### config.mk
export PLATFORM = sky130hd
export DESIGN_NAME = cpu_run_monitor_flat
export DESIGN_NICKNAME = d
export VERILOG_FILES = /design/src/rtl/cpu_run_monitor_if.sv /design/src/rtl/cpu_run_monitor.sv /design/src/flat_wrapper.sv
export SDC_FILE = /design/constraint.sdc
export NUM_CORES = 1
export LEC_CHECK = 0
export CORE_MARGIN = 2
export CORE_UTILIZATION = 37
export CTS_CLUSTER_DIAMETER = 100
export DETAILED_ROUTE_END_ITERATION = 6
export DONT_BUFFER_PORTS = 1
export GPL_ROUTABILITY_DRIVEN = 0
export PLACE_DENSITY_LB_ADDON = 0.25
export SLEW_MARGIN = 20
export SYNTH_ARGS = -nofsm -noshare
export SYNTH_HDL_FRONTEND = slang
export SYNTH_SLANG_ARGS = --single-unit
### constraint.sdc
create_clock -name clk -period 5.8 [get_ports clk]
set_input_delay 1.16 -clock clk [delete_from_list [all_inputs] [get_ports clk]]
set_output_delay 1.16 -clock clk [all_outputs]
set_load 0.02 [all_outputs]
### src/rtl/cpu_run_monitor_if.sv
// Fault-log drain port of cpu_run_monitor: head entry plus valid/ready handshake.
interface cpu_run_monitor_if #(
   parameter int unsigned CORE_W = 1,
   parameter int unsigned CNT_W  = 32
);
   logic              log_valid;
   logic              log_ready;
   logic [CORE_W-1:0] log_core;
   logic [CNT_W-1:0]  log_cycle;

   modport master (output log_valid, log_core, log_cycle, input log_ready);
   modport slave  (input log_valid, log_core, log_cycle, output log_ready);
endinterface

### src/rtl/cpu_run_monitor.sv
// Run supervisor: sequences a run, counts cycles, classifies each core as
// halted / faulted / timed out, and logs faults into a drainable FIFO.
module cpu_run_monitor #(
   parameter int unsigned NUM_CPUS  = 2,
   parameter int unsigned CNT_W     = 32,
   parameter int unsigned TIMEOUT   = 1000,
   parameter int unsigned LOG_DEPTH = 4,
   parameter int unsigned CORE_W    = (NUM_CPUS > 1) ? $clog2(NUM_CPUS) : 1
) (
   input  logic                    clk,
   input  logic                    rst,
   input  logic                    start,
   input  logic [NUM_CPUS-1:0]     halt,
   input  logic [NUM_CPUS-1:0]     exception,
   output logic [CNT_W-1:0]        cycle_count,
   output logic [3*NUM_CPUS-1:0]   core_state,
   output logic                    done,
   output logic                    pass,
   cpu_run_monitor_if.master       log_if
);

   localparam int unsigned PTR_W = (LOG_DEPTH > 1) ? $clog2(LOG_DEPTH) : 1;
   localparam int unsigned LOG_W = CORE_W + CNT_W;

   localparam logic [2:0] CS_IDLE    = 3'd0;
   localparam logic [2:0] CS_RUNNING = 3'd1;
   localparam logic [2:0] CS_HALTED  = 3'd2;
   localparam logic [2:0] CS_FAULT   = 3'd3;
   localparam logic [2:0] CS_TIMEOUT = 3'd4;

   typedef enum logic [1:0] {
      TOP_IDLE = 2'd0,
      TOP_RUN  = 2'd1,
      TOP_DONE = 2'd2
   } top_e;

   top_e                            top_q, top_d;
   logic [CNT_W-1:0]                cycle_q, cycle_d;
   logic [NUM_CPUS-1:0][2:0]        core_q, core_d;
   logic [NUM_CPUS-1:0][CNT_W-1:0]  fault_cycle_q, fault_cycle_d;
   logic [NUM_CPUS-1:0]             pending_q, pending_d;
   logic                            done_q, done_d;
   logic                            pass_q, pass_d;
   logic [LOG_DEPTH-1:0][LOG_W-1:0] fifo_q, fifo_d;
   logic [PTR_W-1:0]                wr_ptr_q, wr_ptr_d;
   logic [PTR_W-1:0]                rd_ptr_q, rd_ptr_d;
   logic [PTR_W:0]                  count_q, count_d;

   logic              start_run;
   logic              any_running;
   logic              all_halted;
   logic              fifo_full;
   logic              pop;
   logic              push;
   logic              sel_vld;
   logic [CORE_W-1:0] sel;

   assign start_run = start && (top_q != TOP_RUN);
   assign fifo_full = (count_q == (PTR_W+1)'(LOG_DEPTH));
   assign pop       = log_if.log_valid && log_if.log_ready;

   // Core summary flags and lowest-index pending fault
   always_comb begin
      any_running = 1'b0;
      all_halted  = 1'b1;
      sel_vld     = 1'b0;
      sel         = '0;
      for (int unsigned i = 0; i < NUM_CPUS; i++) begin
         if (core_q[i] == CS_RUNNING) any_running = 1'b1;
         if (core_q[i] != CS_HALTED)  all_halted  = 1'b0;
         if (pending_q[i] && !sel_vld) begin
            sel_vld = 1'b1;
            sel     = CORE_W'(i);
         end
      end
   end

   // Top FSM state register
   always_ff @(posedge clk) begin
      if (rst) top_q <= TOP_IDLE;
      else     top_q <= top_d;
   end

   // Top FSM next state
   always_comb begin
      top_d = top_q;
      unique case (top_q)
         TOP_IDLE, TOP_DONE: if (start) top_d = TOP_RUN;
         TOP_RUN:            if (!any_running && (pending_q == '0)) top_d = TOP_DONE;
         default:            top_d = TOP_IDLE;
      endcase
   end

   // Outputs and datapath next values
   always_comb begin
      cycle_d       = cycle_q;
      core_d        = core_q;
      fault_cycle_d = fault_cycle_q;
      pending_d     = pending_q;
      fifo_d        = fifo_q;
      wr_ptr_d      = wr_ptr_q;
      rd_ptr_d      = rd_ptr_q;
      count_d       = count_q;
      push          = 1'b0;
      done_d        = (top_d == TOP_DONE);
      pass_d        = (top_d == TOP_DONE) && all_halted;

      if (start_run) begin
         cycle_d   = '0;
         pending_d = '0;
         wr_ptr_d  = '0;
         rd_ptr_d  = '0;
         count_d   = '0;
         for (int unsigned i = 0; i < NUM_CPUS; i++) core_d[i] = CS_RUNNING;
      end else begin
         // Counter freezes on the edge that leaves RUN
         if ((top_q == TOP_RUN) && (top_d == TOP_RUN) && (cycle_q != '1))
            cycle_d = cycle_q + CNT_W'(1);

         if (top_q == TOP_RUN) begin
            for (int unsigned i = 0; i < NUM_CPUS; i++) begin
               if (core_q[i] == CS_RUNNING) begin
                  if (halt[i]) begin
                     core_d[i] = CS_HALTED;
                  end else if (exception[i]) begin
                     core_d[i]        = CS_FAULT;
                     fault_cycle_d[i] = cycle_q;
                     pending_d[i]     = 1'b1;
                  end else if (cycle_q == CNT_W'(TIMEOUT)) begin
                     core_d[i] = CS_TIMEOUT;
                  end
               end
            end
         end

         // Full FIFO back-pressures the arbiter; pending bits simply wait
         push = sel_vld && (!fifo_full || pop);
         if (push) begin
            fifo_d[wr_ptr_q] = {sel, fault_cycle_q[sel]};
            wr_ptr_d         = wr_ptr_q + PTR_W'(1);
            pending_d[sel]   = 1'b0;
         end
         if (pop) rd_ptr_d = rd_ptr_q + PTR_W'(1);
         count_d = count_q + (PTR_W+1)'(push) - (PTR_W+1)'(pop);
      end
   end

   // Datapath registers
   always_ff @(posedge clk) begin
      if (rst) begin
         cycle_q       <= '0;
         core_q        <= '0;
         fault_cycle_q <= '0;
         pending_q     <= '0;
         done_q        <= 1'b0;
         pass_q        <= 1'b0;
         fifo_q        <= '0;
         wr_ptr_q      <= '0;
         rd_ptr_q      <= '0;
         count_q       <= '0;
      end else begin
         cycle_q       <= cycle_d;
         core_q        <= core_d;
         fault_cycle_q <= fault_cycle_d;
         pending_q     <= pending_d;
         done_q        <= done_d;
         pass_q        <= pass_d;
         fifo_q        <= fifo_d;
         wr_ptr_q      <= wr_ptr_d;
         rd_ptr_q      <= rd_ptr_d;
         count_q       <= count_d;
      end
   end

   assign cycle_count      = cycle_q;
   assign core_state       = core_q;
   assign done             = done_q;
   assign pass             = pass_q;
   assign log_if.log_valid = (count_q != '0);
   assign log_if.log_core  = fifo_q[rd_ptr_q][LOG_W-1:CNT_W];
   assign log_if.log_cycle = fifo_q[rd_ptr_q][CNT_W-1:0];

endmodule

### src/flat_wrapper.sv
// flat-port wrapper written by rule: the top's interface ports become plain ports
module cpu_run_monitor_flat 
#(
   parameter int unsigned NUM_CPUS  = 2,
   parameter int unsigned CNT_W     = 32,
   parameter int unsigned TIMEOUT   = 1000,
   parameter int unsigned LOG_DEPTH = 4,
   parameter int unsigned CORE_W    = (NUM_CPUS > 1) ? $clog2(NUM_CPUS) : 1
)
  (clk, rst, start, halt, exception, cycle_count, core_state, done, pass, log_if_log_valid, log_if_log_core, log_if_log_cycle, log_if_log_ready);
  cpu_run_monitor_if #(.CORE_W(CORE_W), .CNT_W(CNT_W)) log_if_i ();
  input  logic clk;
  input  logic rst;
  input  logic start;
  input  logic [NUM_CPUS-1:0] halt;
  input  logic [NUM_CPUS-1:0] exception;
  output logic [CNT_W-1:0] cycle_count;
  output logic [3*NUM_CPUS-1:0] core_state;
  output logic done;
  output logic pass;
  output wire logic [$bits(log_if_i.log_valid)-1:0] log_if_log_valid;
  output wire logic [$bits(log_if_i.log_core)-1:0] log_if_log_core;
  output wire logic [$bits(log_if_i.log_cycle)-1:0] log_if_log_cycle;
  input wire logic [$bits(log_if_i.log_ready)-1:0] log_if_log_ready;
  assign log_if_log_valid = log_if_i.log_valid;
  assign log_if_log_core = log_if_i.log_core;
  assign log_if_log_cycle = log_if_i.log_cycle;
  assign log_if_i.log_ready = log_if_log_ready;
  cpu_run_monitor #(.NUM_CPUS(NUM_CPUS), .CNT_W(CNT_W), .TIMEOUT(TIMEOUT), .LOG_DEPTH(LOG_DEPTH), .CORE_W(CORE_W)) u_core (.clk(clk), .rst(rst), .start(start), .halt(halt), .exception(exception), .cycle_count(cycle_count), .core_state(core_state), .done(done), .pass(pass), .log_if(log_if_i));
endmodule
==> impl_metrics.tcl, run 1 <==
set metrics [dict create \
    cts_resized 0 \
    p_sw_share_pct 21.2 \
    hpwl_um 16100 \
    fp.dieH_um 171 \
    cp.required_ns 4.64 \
    drt_iter0_drc 561 \
    ir_worst_vdd_uv 195 \
    worst-path-max-fanout 19 \
    area_growth_pct 9.56 \
    yosysWarnings 0 \
    period_needed_ns 3.48 \
    drc 0 \
    viasPerCell 5.35 \
    cts.sinks 247 \
    crit_slowest_cell "dfxtp_2" \
    routed_wl_um 25700 \
    nets 1088 \
    postSynthAreaPerCell_um2 9.13 \
    power_density_nw_per_um2 296 \
    synth_fa_ha_area_share_pct 1.16 \
    p_switching_uw 710 \
    synth_compound_area_share_pct 16.8 \
    crit_type "register to primary output" \
    r2r_end "u_core.fifo_q[79]" \
    timing.fmax_mhz 287 \
    final_cell_area_um2 11300 \
    ant_nets 0 \
    finalMaxSlewViolations 0 \
    synth-simple-area-share_pct 18.3 \
    synth-edff-count 0 \
    wl_per_cell_um 17.6 \
    p_comb_share_pct 2.1 \
    timing.critical_path.to "log_if_log_cycle[21]" \
    cts_htree_levels 1 \
    syn_nets 1147 \
    synth-xor-area-share_pct 0.679 \
    cts_made_buffers 27 \
    postSynth.asyncResetShare_pct 0 \
    finalSetupViolCount 0 \
    placed_area_um2 10500 \
    synth_seq_cells 247 \
    worstPathCellList "buf_4 -> mux4_2" \
    fin_skew_ns 0.0125 \
    dieArea_um2 29200 \
    grt-ovfl-total 0 \
    crit_start "u_core.rd_ptr_q[0]" \
    grt_usage_pct 17.7 \
    num_vias 7812 \
    cpLargestDelayFamily "flip-flops" \
    syn_inst 1130 \
    initial_core_util_pct 37.3 \
    hp-class "register to register" \
    grt_pass1_vias 7383 \
    clk_pin_slew_ns 0.06 \
    core_area_um2 27600 \
    final_cell_mix "dfxtp_1 (245), nor2_1 (168), nand2_1 (147), a211oi_1 (130), a21oi_1 (89)" \
    finalHoldViolCount 0 \
    final.setup.tns_ns 0 \
    final_common_cell "dfxtp_1" \
    path_buf_inv 1 \
    fin_crit_sh_pct 60.0 \
    path_depth 2 \
    r2r_slack_ns 3.23 \
    cts_buffer_depth 3 \
    worst_slew_pin_slew_ns 1.08 \
    slew_headroom_pct 27.7 \
    internal_power_mw 2.64 \
    arrival_ns 2.32 \
    p_clk_share_pct 46.7 \
    antennaDiodeCount 0 \
    rows 61 \
    report.power.total_mw 3.35 \
    layout.cells.non_filler 1461 \
    cts_tree "built" \
    rsz0062_at_grt "false" \
    drive_above_1_share_pct 9.14 \
    crit_path_start_kind "register" \
    pwr-share-seq_pct 51.2 \
    ys.flop_type "dfxtp_1" \
    root_buffer "clkbuf_16" \
    io_pins 82 \
    synth_mux_area_share_pct 10.9 \
    worstReg2RegStart "u_core.pending_q[0]" \
    ys_seq_area_share_pct 47.9 \
    status "complete, no violations" \
    synth_cell_types 48 \
    post_cts_buffers 0 \
    drtPass1Iterations 5 \
    antenna_found_initial 0 \
    insertion_delay_ns 0.53 \
    reg2reg_depth 6 \
    dp.cells 1420 \
    crit_path_max_incr_delay_ns 0.70 \
    die_w_um 171 \
    io_buffers 0 \
    grt_max_degree 204 \
    end_kind "primary output" \
    synth_top_family_by_area "simple AND/OR/NAND/NOR gates" \
    max-cap-violations 0 \
    syn-cell-area_um2 10300 \
    grt_pass1_wl_um 41500 \
    p_leak_nw 3.36 \
    ctsHoldBuffers 0 \
]
per-layer routing:
metal	global-route usage [%]	routed length, um
met1	25.4	12600
met2	27.1	11300
met3	4.00	1510
met4	3.65	282
met5	0	0
cells in the mapped netlist, drive strengths merged (4+ instances only):
master | count | area share [%]
a31oi | 8 | 0.49
mux4 | 33 | 7.2
o21ai | 18 | 0.87
clkbuf | 84 | 3.1
and2 | 7 | 0.42
or4 | 6 | 0.47
and3 | 6 | 0.36
buf | 15 | 0.63
xnor2 | 7 | 0.59
mux2i | 38 | 3.7
nand2 | 147 | 5.4
a21oi | 90 | 4.4
a211oi | 131 | 9.6
inv | 12 | 0.44
a31o | 4 | 0.42
dfxtp | 247 | 48
nor2 | 168 | 6.1
and4 | 10 | 0.85
nand3 | 16 | 0.78
or3 | 17 | 1.0
ha | 8 | 0.97
nand4 | 14 | 0.85
nor4 | 8 | 0.49
worst min-delay path by stage:
stage                                        start                        to  slack, ns  depth (start not counted)
after floorplan            u_core.fault_cycle_q[0]   u_core.fault_cycle_q[0]       0.44                          2
after global placement    u_core.fault_cycle_q[43]  u_core.fault_cycle_q[43]       0.44                          2
after detailed placement  u_core.fault_cycle_q[32]  u_core.fault_cycle_q[32]       0.44                          2
after CTS                  u_core.fault_cycle_q[5]   u_core.fault_cycle_q[5]       0.45                          2
after global routing       u_core.fault_cycle_q[5]   u_core.fault_cycle_q[5]       0.46                          2
final                     u_core.fault_cycle_q[32]  u_core.fault_cycle_q[32]       0.45                          2
final cells by class:
cell class                      count  area (um2)
Fill cell                        2769       16300
Multi-Input combinational cell    772        4970
Sequential cell                   247        4950
Clock buffer                       35         726
Tap cell                          378         473
Timing Repair Buffer               11        82.6
Clock inverter                      6        55.1
Inverter                           12        45.0
registers in the layout (all words and copies together), names as in the netlist:
register,cells
u_core.done,1
u_core.cycle_count,32
u_core.pass,1
u_core.fault_cycle_q,64
u_core.rd_ptr_q,2
u_core.core_state,6
u_core.top_q,2
u_core.count_q,3
u_core.fifo_q,132
u_core.wr_ptr_q,2
u_core.pending_q,2
power by group through the flow:
stage | combinational (mW) | clock, mW | sequential (mW)
floorplan | 0.0756 | 0 | 1.75
global placement | 0.0704 | 0 | 1.75
detailed placement | 0.0709 | 0 | 1.75
CTS | 0.0711 | 1.60 | 1.72
global route | 0.0785 | 1.67 | 1.72
finish | 0.0705 | 1.56 | 1.72
stage by stage:
step                utilization [%]  setup slack [ns]  hold slack, ns
floorplan                         -              2.75           0.436
global placement               38.1              2.66           0.439
detailed placement             38.1              2.62           0.444
CTS                            40.9              2.22           0.453
global route                   40.9              2.16           0.462
finish                         40.9              2.32           0.448
logic make-up after synthesis:
family,after synthesis
adders and majority gates,9
buffers and inverters,111
AOI/OAI and AO/OA,264
DFF,247
muxes,71
xor gates and xnor gates,8
and+or+nand+nor,420
worst min-delay path: cells and delay by family (launching register included):
kind	cells	cell delay (ns)
compound gates	1	0.05
simple gates	1	0.05
flops	1	0.31
Power figures use the tool's default switching activity.
==> run 2: changes to the inputs <==
==> constraint.sdc (replaced) <==
create_clock -name clk -period 2.94 [get_ports clk]
set_input_delay 0.588 -clock clk [delete_from_list [all_inputs] [get_ports clk]]
set_output_delay 0.588 -clock clk [all_outputs]
set_load 0.02 [all_outputs]
==> run 2 against run 1 <==
Effect of this change:
- worst hold slack worse by 0.31 ns
- critical endpoint is now log_if_log_cycle[0]
- clock skew down 0.0052 ns
- largest power group is now clock
- worst setup slack worse by 1.9 ns
- critical path type unchanged
==> impl_metrics.tcl, run 2 (synthesized netlist as in run 1, its figures left out) <==
set metrics [dict create \
    drt_iter0_drc 535 \
    final_cell_mix "dfxtp_1 (245), nor2_1 (168), nand2_1 (147), a211oi_1 (130), a21oi_1 (90)" \
    power_density_nw_per_um2 598 \
    drtPass1Iterations 5 \
    core_area_um2 27600 \
    crit_path_start_kind "register" \
    antennaDiodeCount 0 \
    wl_per_cell_um 17.1 \
    fp.dieH_um 171 \
    postLayoutCoreUtil_pct 42.6 \
    rsz0062_at_grt "false" \
    cpLargestDelayFamily "flip-flops" \
    rows 61 \
    worst_slew_pin_slew_ns 0.736 \
    cts_made_buffers 28 \
    ant_nets 0 \
    hold_path_depth 1 \
    area_growth_pct 14.1 \
    cts_buffer_depth 3 \
    ir_worst_vdd_uv 465 \
    io_buffers 0 \
    status "complete, no violations" \
    post_cts_buffers 0 \
    finalSetupViolCount 0 \
    largest_reg_flops 132 \
    finalHoldViolCount 0 \
    drc 0 \
    insertion_delay_ns 0.53 \
    cts_tree "built" \
    crit_path_max_incr_delay_ns 0.74 \
    grt_max_degree 204 \
    num_vias 7920 \
    antenna_found_initial 0 \
    die_w_um 171 \
    path_buf_inv 0 \
    drive_above_1_share_pct 12.1 \
    timing.fmax_mhz 389 \
    clk_pin_slew_ns 0.06 \
    report.power.total_mw 7.04 \
    max-cap-violations 0 \
    final_cell_area_um2 11800 \
    routed_wl_um 25700 \
    arrival_ns 1.98 \
    reg2reg_depth 5 \
    worst-path-max-fanout 18 \
    viasPerCell 5.27 \
    finalMaxSlewViolations 0 \
    slew_headroom_pct 50.8 \
    dieArea_um2 29200 \
    crit_type "register to primary output" \
    grt_pass1_vias 7427 \
    cts_htree_levels 1 \
    path_depth 1 \
    fillers 2753 \
    ctsHoldBuffers 0 \
    fin_skew_ns 0.00726 \
    root_buffer "clkbuf_16" \
    grt-ovfl-total 0 \
    worstPathCellList "mux4_2" \
    grt_usage_pct 17.6 \
    nets 1122 \
    hpwl_um 16300 \
    fin_crit_sh_pct 87.4 \
    cts_resized 0 \
    placed_area_um2 10800 \
    end_kind "primary output" \
    initial_core_util_pct 37.3 \
    final_common_cell "dfxtp_1" \
    regMostFlops "u_core.fifo_q" \
    final.setup.tns_ns 0 \
    cts.sinks 247 \
    cp.required_ns 2.35 \
    grt_pass1_wl_um 41600 \
    io_pins 82 \
    crit_slowest_cell "dfxtp_2" \
    period_needed_ns 2.57 \
    hp-class "input port to register" \
    p_leak_nw 3.63 \
]
run 2: cell types whose count changed in the layout (fill, tap and decap cells not counted), moves of 2 or more:
cell / delta
buf_12: +5
clkbuf_1: +4
clkinv_2: -5
buf_4: +28
clkbuf_16: +2
clkbuf_8: +6
run 2: where the power goes:
group	internal [mW]	switching (mW)
Combinational	0.0564	0.0957
Clock	2.18	1.33
Sequential	3.36	0.0164
Total	5.60	1.44
run 2: per-stage QoR:
| stage | hold WS, ns | std cells | setup slack, ns |
|---|---|---|---|
| 6_report | 0.139 | 1503 | 0.370 |
| 2_1_floorplan | 0.436 | 1130 | 0.464 |
| 3_3_place_gp | 0.439 | 1453 | 0.528 |
| 3_5_place_dp | 0.443 | 1453 | 0.471 |
| 4_1_cts | 0.155 | 1503 | 0.304 |
| 5_1_grt | 0.120 | 1503 | 0.271 |
run 2: cell type report:
type	count	area, um2	area share, %
sequential	247	4950	42.0
clock buffer	47	873	7.42
tap	378	473	4.02
multi-input combinational	772	4970	42.2
inverter	12	45.0	0.383
clock inverter	3	68.8	0.585
timing repair buffer	44	393	3.34
run 2: worst register-to-register path: cells and delay by family (launching register included):
| kind | cells | cell delay [ns] |
|---|---|---|
| simple gates | 3 | 1.36 |
| flops | 1 | 0.51 |
| compound gates | 2 | 0.48 |
run 2: metal layers:
layer | routed length [um] | track usage, % | up-vias
met5 | 0 | 0 | -
met4 | 390 | 3.94 | 0
met3 | 1320 | 3.84 | 28
met2 | 11200 | 26.9 | 153
met1 | 12800 | 25.5 | 3725
li1 | - | - | 4014
run 2: path summary, 6_finish.rpt:
path / start / to / slack [ns]
worst max register to register: u_core.core_state[3] / u_core.cycle_count[22] / 0.52
worst min register to register: u_core.fault_cycle_q[0] / u_core.fault_cycle_q[0] / 0.45
worst min-delay path: rst / u_core.fault_cycle_q[43] / 0.14
worst max-delay path: u_core.rd_ptr_q[1] / log_if_log_cycle[0] / 0.37
